[src/rtl/fetch_pkg.sv]
// Shared types and constants for the instruction fetch slice.
package fetch_pkg;

    localparam int FQ_DEPTH = 2;
    localparam int INSTR_W  = 32;
    localparam int ADDR_W   = 32;

    typedef enum logic [0:0] {
        FETCH = 1'b0,
        DRAIN = 1'b1
    } fetch_state_e;

    typedef struct packed {
        logic [INSTR_W-1:0] instr;
        logic [ADDR_W-1:0]  pc;
    } fq_entry_t;

    // Instruction addresses are always word aligned.
    function automatic logic [ADDR_W-1:0] word_align(input logic [ADDR_W-1:0] addr);
        return addr & ADDR_W'(32'hFFFF_FFFC);
    endfunction

endpackage

[src/rtl/fetch_queue.sv]
// Small circular FIFO of fetched {instr, pc} entries with a single-cycle flush.
module fetch_queue
    import fetch_pkg::*;
#(
    parameter int DEPTH = FQ_DEPTH,
    parameter int W     = INSTR_W + ADDR_W,
    localparam int PTR_W = (DEPTH > 1) ? $clog2(DEPTH) : 1,
    localparam int CNT_W = $clog2(DEPTH + 1)
) (
    input  logic         clock,
    input  logic         reset,
    input  logic         enq,
    input  logic [W-1:0] enq_data,
    input  logic         deq,
    input  logic         flush,
    output logic         head_valid,
    output logic [W-1:0] head_data,
    output logic         full
);

    logic [W-1:0]     mem_r [DEPTH];
    logic [PTR_W-1:0] rd_ptr_r;
    logic [PTR_W-1:0] wr_ptr_r;
    logic [CNT_W-1:0] count_r;
    logic             do_enq_s;
    logic             do_deq_s;

    function automatic logic [PTR_W-1:0] ptr_inc(input logic [PTR_W-1:0] p);
        if (p == PTR_W'(DEPTH - 1)) begin
            return PTR_W'(0);
        end else begin
            return p + PTR_W'(1);
        end
    endfunction

    // Qualify requests against occupancy so pointers never overrun.
    always_comb begin
        do_enq_s = enq && (count_r != CNT_W'(DEPTH));
        do_deq_s = deq && (count_r != CNT_W'(0));
    end

    // Pointer and occupancy state; flush empties the queue in one edge.
    always_ff @(posedge clock) begin
        if (!reset || flush) begin
            rd_ptr_r <= PTR_W'(0);
            wr_ptr_r <= PTR_W'(0);
            count_r  <= CNT_W'(0);
        end else begin
            if (do_enq_s) wr_ptr_r <= ptr_inc(wr_ptr_r);
            if (do_deq_s) rd_ptr_r <= ptr_inc(rd_ptr_r);
            case ({do_enq_s, do_deq_s})
                2'b10:   count_r <= count_r + CNT_W'(1);
                2'b01:   count_r <= count_r - CNT_W'(1);
                default: count_r <= count_r;
            endcase
        end
    end

    // Entry storage; contents are only observed through count/pointers.
    always_ff @(posedge clock) begin
        if (do_enq_s) mem_r[wr_ptr_r] <= enq_data;
    end

    assign head_valid = (count_r != CNT_W'(0));
    assign head_data  = mem_r[rd_ptr_r];
    assign full       = (count_r == CNT_W'(DEPTH));

endmodule

[src/rtl/fetch_unit.sv]
// Instruction fetch: drives the external PC register, issues one memory
// request at a time and buffers returned words for decode.
module fetch_unit
    import fetch_pkg::*;
(
    input  logic               clock,
    input  logic               reset,
    input  logic [ADDR_W-1:0]  pc,
    output logic               pc_wen,
    output logic [ADDR_W-1:0]  next_pc,
    input  logic               redirect_valid,
    input  logic [ADDR_W-1:0]  redirect_target,
    output logic               imem_req,
    output logic [ADDR_W-1:0]  imem_addr,
    input  logic               imem_ack,
    input  logic [INSTR_W-1:0] imem_rdata,
    output logic               if_valid,
    output logic [INSTR_W-1:0] if_instr,
    output logic [ADDR_W-1:0]  if_pc,
    input  logic               if_ready
);

    fetch_state_e      state_r;
    fetch_state_e      state_nx_s;
    logic [ADDR_W-1:0] drain_addr_r;
    logic [ADDR_W-1:0] drain_addr_nx_s;
    logic              req_s;
    logic              accept_s;
    logic              enq_s;
    logic              deq_s;
    logic              q_valid_s;
    logic              full_s;
    fq_entry_t         enq_entry_s;
    fq_entry_t         head_s;

    // Request generation; DRAIN keeps the abandoned address on the bus until acked.
    always_comb begin
        req_s     = 1'b0;
        imem_addr = pc;
        case (state_r)
            FETCH: begin
                req_s     = !full_s;
                imem_addr = pc;
            end
            DRAIN: begin
                req_s     = 1'b1;
                imem_addr = drain_addr_r;
            end
            default: begin
                req_s     = 1'b0;
                imem_addr = pc;
            end
        endcase
    end

    assign imem_req = reset && req_s;
    assign accept_s = imem_req && imem_ack;

    // PC update, enqueue and next state; a redirect overrides sequential flow.
    always_comb begin
        pc_wen          = 1'b0;
        next_pc         = pc + 32'd4;
        enq_s           = 1'b0;
        state_nx_s      = state_r;
        drain_addr_nx_s = drain_addr_r;
        if (redirect_valid) begin
            pc_wen  = reset;
            next_pc = word_align(redirect_target);
            if ((state_r == FETCH) && imem_req && !imem_ack) begin
                state_nx_s      = DRAIN;
                drain_addr_nx_s = pc;
            end else if ((state_r == DRAIN) && accept_s) begin
                state_nx_s = FETCH;
            end else begin
                state_nx_s = state_r;
            end
        end else if (accept_s) begin
            if (state_r == FETCH) begin
                pc_wen = 1'b1;
                enq_s  = 1'b1;
            end else begin
                state_nx_s = FETCH;
            end
        end else begin
            pc_wen = 1'b0;
        end
    end

    // FSM and drain address registers.
    always_ff @(posedge clock) begin
        if (!reset) begin
            state_r      <= FETCH;
            drain_addr_r <= 32'h0000_0000;
        end else begin
            state_r      <= state_nx_s;
            drain_addr_r <= drain_addr_nx_s;
        end
    end

    assign enq_entry_s = '{instr: imem_rdata, pc: pc};
    assign deq_s       = if_valid && if_ready;

    fetch_queue #(
        .DEPTH (FQ_DEPTH),
        .W     (INSTR_W + ADDR_W)
    ) u_queue (
        .clock      (clock),
        .reset      (reset),
        .enq        (enq_s),
        .enq_data   (enq_entry_s),
        .deq        (deq_s),
        .flush      (redirect_valid),
        .head_valid (q_valid_s),
        .head_data  (head_s),
        .full       (full_s)
    );

    assign if_valid = reset && q_valid_s;
    assign if_instr = head_s.instr;
    assign if_pc    = head_s.pc;

endmodule

[config.mk]
export PLATFORM = sky130hd
export DESIGN_NAME = fetch_unit
export DESIGN_NICKNAME = d
export VERILOG_FILES = /design/src/rtl/fetch_pkg.sv /design/src/rtl/fetch_queue.sv /design/src/rtl/fetch_unit.sv
export SDC_FILE = /design/constraint.sdc
export NUM_CORES = 1
export LEC_CHECK = 0
export CORE_MARGIN = 2
export CORE_UTILIZATION = 45
export CTS_BUF_LIST = sky130_fd_sc_hd__clkbuf_8
export DETAILED_ROUTE_END_ITERATION = 8
export GPL_ROUTABILITY_DRIVEN = 0
export PLACE_DENSITY = 0.78
export SKIP_CTS_REPAIR_TIMING = 1
export SYNTH_ARGS = -nofsm -noshare
export SYNTH_HDL_FRONTEND = slang
export SYNTH_SLANG_ARGS = --single-unit
[constraint.sdc]
create_clock -name clock -period 6.2 [get_ports clock]
set_input_delay 0.62 -clock clock [delete_from_list [all_inputs] [get_ports clock]]
set_output_delay 0.62 -clock clock [all_outputs]
set_load 0.02 [all_outputs]
==> flow_summary_export.csv <==
group,metric,value,unit
sta,final_min_period_over_clock_period,0.728,
sta,timing.setup.tns,0,ns
logic_synthesis,syn_area_per_cell,12.6,µm²
clocking,cts.root.buffer_cell,"sky130_fd_sc_hd__clkbuf_8",
logic_synthesis,synth_compound_gate_area_share,0.0623,
clocking,tritoncts,"yes",
routing,drt.antenna.violating_nets,0,
clocking,cts_made_buffers,17,
placed_design,place.detailed.hpwl,12100,µm
die,die_h,131,µm
logic_synthesis,syn-num-nets,680,
die,core_region_area,15800,µm²
critical_path,reg2regPathDepth,3,
logic_synthesis,post_synth_and_or_nand_nor_area_fraction,0.110,
finish,most_frequent_cells_in_the_layout,"229 x sky130_fd_sc_hd__clkdlybuf4s50_1, 128 x sky130_fd_sc_hd__edfxtp_1, 95 x sky130_fd_sc_hd__nand2_1",
clocking,worst_skew_pair.late_latency,0.46,ns
sta,finClkSkew,0.0173,ns
routing,viasPerCell,5.22,
sta,fmaxAchievable,222,MHz
sta,relSlewSlack,0.352,
logic_synthesis,yosysWarningCount,0,
critical_path,crit_path_end_kind,"output port",
sta,finalMaxSlewViolations,0,
job,number_of_maximum_capacitance_constraint_violations,0,
sta,finalCriticalPeriod,4.51,ns
clocking,clock_tree.buffer_depth,2,
logic_synthesis,mappedNetlistArea,7270,µm²
finish,layout.cells.non_filler,1025,
routing,route.vias.total,5352,
power,power.ir.vdd_worst,0.000149,V
placed_design,portBuffers,229,
finish,drive_gt1_frac,0.174,
logic_synthesis,share_of_synthesized_flip_flops_with_an_asynchronous_set_or_reset,0,
critical_path,timing.rr.start,"state_r$_SDFFE_PN0P_",
routing,drt_iter0_drc,406,
global_routing,antenna_violations_before_repair,0,
sta,report.final.hold_viol_count,0,
die,floorplan.initialDensity,0.460,
global_routing,overflow,0,
min_path,path_class_of_the_lowest_slack_min_delay_path,"reg2reg",
global_routing,grt_first_pass_wirelength,28800,µm
sta,worst_hold_slack,0.460,ns
routing,drt-pass1-iter-count,5,
critical_path,worst-endpoint-required,5.58,ns
run_status,status,"completed",
critical_path,critical_path.startpoint_type,"input pin",
die,row_count,46,
logic_synthesis,ys_seq_area_frac,0.633,
critical_path,crit_fanout,12,
logic_synthesis,ys_seq_elements,166,
finish,final_nets,899,
min_path,whs_path_depth,2,
finish,n_antenna_cell,0,
logic_synthesis,number_of_distinct_library_cells_after_synthesis,36,
sta,post-route-worst-setup-slack,1.69,ns
die,fp.dieW,131,µm
critical_path,critical-path-slowest-cell,"sky130_fd_sc_hd__clkdlybuf4s50_1",
routing,routed_wire_length_per_instance,17.7,µm
logic_synthesis,synth_top_flop_cell,"sky130_fd_sc_hd__edfxtp_1",
finish,post-route-util,0.643,
global_routing,grt_max_degree,65,
die,design.die.area,17200,µm²
clocking,cts_sinks,166,
min_path,hold-path-endpoint,"drain_addr_r[1]$_SDFFE_PN0P_",
critical_path,worst_setup_path_class,"in2out",
routing,drcViolationCount,0,
routing,drt_wl_total,18100,µm
min_path,hold_wc_startpoint,"drain_addr_r[1]$_SDFFE_PN0P_",
logic_synthesis,synth_top_family_by_area,"multiplexers",
die,ioPinCount,232,
critical_path,r2r_setup_slack,3.49,ns
clocking,clk_pin_slew_worst_paths,0.08,ns
finish,synthToLayoutAreaGrowth,40.0,%
logic_synthesis,synth_xor_xnor_area_share,0.0229,
sta,setup_viol,0,
logic_synthesis,post_synth_edffs,128,
placed_design,place.detailed.instances,993,
power,static-leakage-power,3.37,nW
global_routing,first_global_vias,5464,
clocking,htree_num_levels,4,
placed_design,detailedPlace.worstSlack,1.65,ns
logic_synthesis,synth_adder_area_share,0.00344,
critical_path,critPathMostFrequentCell,"sky130_fd_sc_hd__clkdlybuf4s50_1",
logic_synthesis,gate_count_post_synth,577,
finish,layout.cells.most_common,"sky130_fd_sc_hd__clkdlybuf4s50_1",
critical_path,timing.critical_path.cells,"clkdlybuf4s50_1 > ha_1 > nand4_2 > or4_4 > or4_1 > a31oi_1 > clkdlybuf4s50_1",
critical_path,cp_data_arrival_time,3.89,ns
critical_path,timing.critical_path.slowest_cell_delay,0.69,ns
finish,num-fill-cells,1202,
power,power.density_cell_area,235,nW/µm²
sta,rsz0062_at_grt,"no",
logic_synthesis,synth.mux.area_fraction,0.146,
global_routing,grt_overall_usage,0.212,
sta,worst-slew-pin-transition,0.972,ns
critical_path,r2r_end,"u_queue.mem_r[0][35]$_DFFE_PP_",
-- flip-flops by register name, summed over array words and instances (netlist names), named ones only --
| signal | cells |
|---|---|
| state_r | 1 |
| u_queue.rd_ptr_r | 1 |
| u_queue.count_r | 2 |
| drain_addr_r | 32 |
| u_queue.mem_r | 128 |
| u_queue.wr_ptr_r | 1 |
-- cells in the mapped netlist, drive strengths merged (2+ instances only) --
cell	number	area [µm²]
a31oi	12	75.1
and3	2	12.5
and4	3	26.3
buf	4	22.5
clkbuf	31	118
dfxtp	38	761
edfxtp	128	3840
ha	2	25.0
inv	7	26.3
mux2	94	1060
nand2	95	357
nand2b	2	12.5
nand3	10	50.1
nand4	7	56.3
nor2	21	78.8
nor2b	3	18.8
nor3	4	20.0
nor4	6	37.5
o21a	2	15.0
o21ai	59	295
o31ai	5	37.5
or3	8	50.1
or4	8	63.8
xnor2	15	131
xor2	4	35.0
-- through the flow --
stage / cell area, µm² / total power [mW]
global route: 10200 / 2.49
CTS: 10200 / 2.42
floorplan: 7270 / 1.41
global placement: 9760 / 1.60
finish: 10200 / 2.40
detailed placement: 9760 / 1.61
-- cell type report --
type	instances	area, µm²	area share
Clock buffer	17	234	0.0230
Timing Repair Buffer	235	2340	0.229
Multi-Input combinational cell	368	2520	0.247
Inverter	8	30.0	0.00295
Clock inverter	15	186	0.0183
Sequential cell	166	4610	0.452
Tap cell	216	270	0.0265
-- worst max path at each step --
stage	startpoint	cells after the start	endpoint
2_1_floorplan	reset	5	u_queue.mem_r[0][0]$_DFFE_PP_
3_3_place_gp	pc[2]	7	next_pc[30]
3_5_place_dp	pc[2]	7	next_pc[30]
4_1_cts	pc[2]	7	next_pc[30]
5_1_grt	pc[2]	7	next_pc[30]
6_report	pc[2]	7	next_pc[30]
-- power breakdown --
group / total [mW] / internal, mW / leakage (nW) / switching [mW]
logic: 0.344 / 0.175 / 1.69 / 0.169
clock network: 0.817 / 0.407 / 0.208 / 0.409
registers: 1.24 / 1.22 / 1.47 / 0.0145
total: 2.40 / 1.81 / 3.37 / 0.593
-- routing by layer --
metal | track usage | part of all wire | up-vias
met2 | 0.364 | 0.50 | 201
met1 | 0.261 | 0.42 | 2559
met3 | 0.0471 | 0.062 | 33
met5 | 0 | 0 | -
met4 | 0.0785 | 0.023 | 0
li1 | - | - | 2559
-- kinds of logic after synthesis --
kind of cell               count (synthesis)
xor gates and xnor gates                  19
adders and majority gates                  2
buffers and inverters                     43
DFF                                      166
muxes                                     94
and+or+nand+nor                          171
AOI/OAI and AO/OA                         82
-- critical path, delay by kind of cell --
kind | cells | cell delay [ns]
simple gates | 3 | 1.44
buf+inv | 2 | 1.33
fa+ha+maj | 1 | 0.29
compound gates | 1 | 0.21
(Power assumes the default switching activity.)
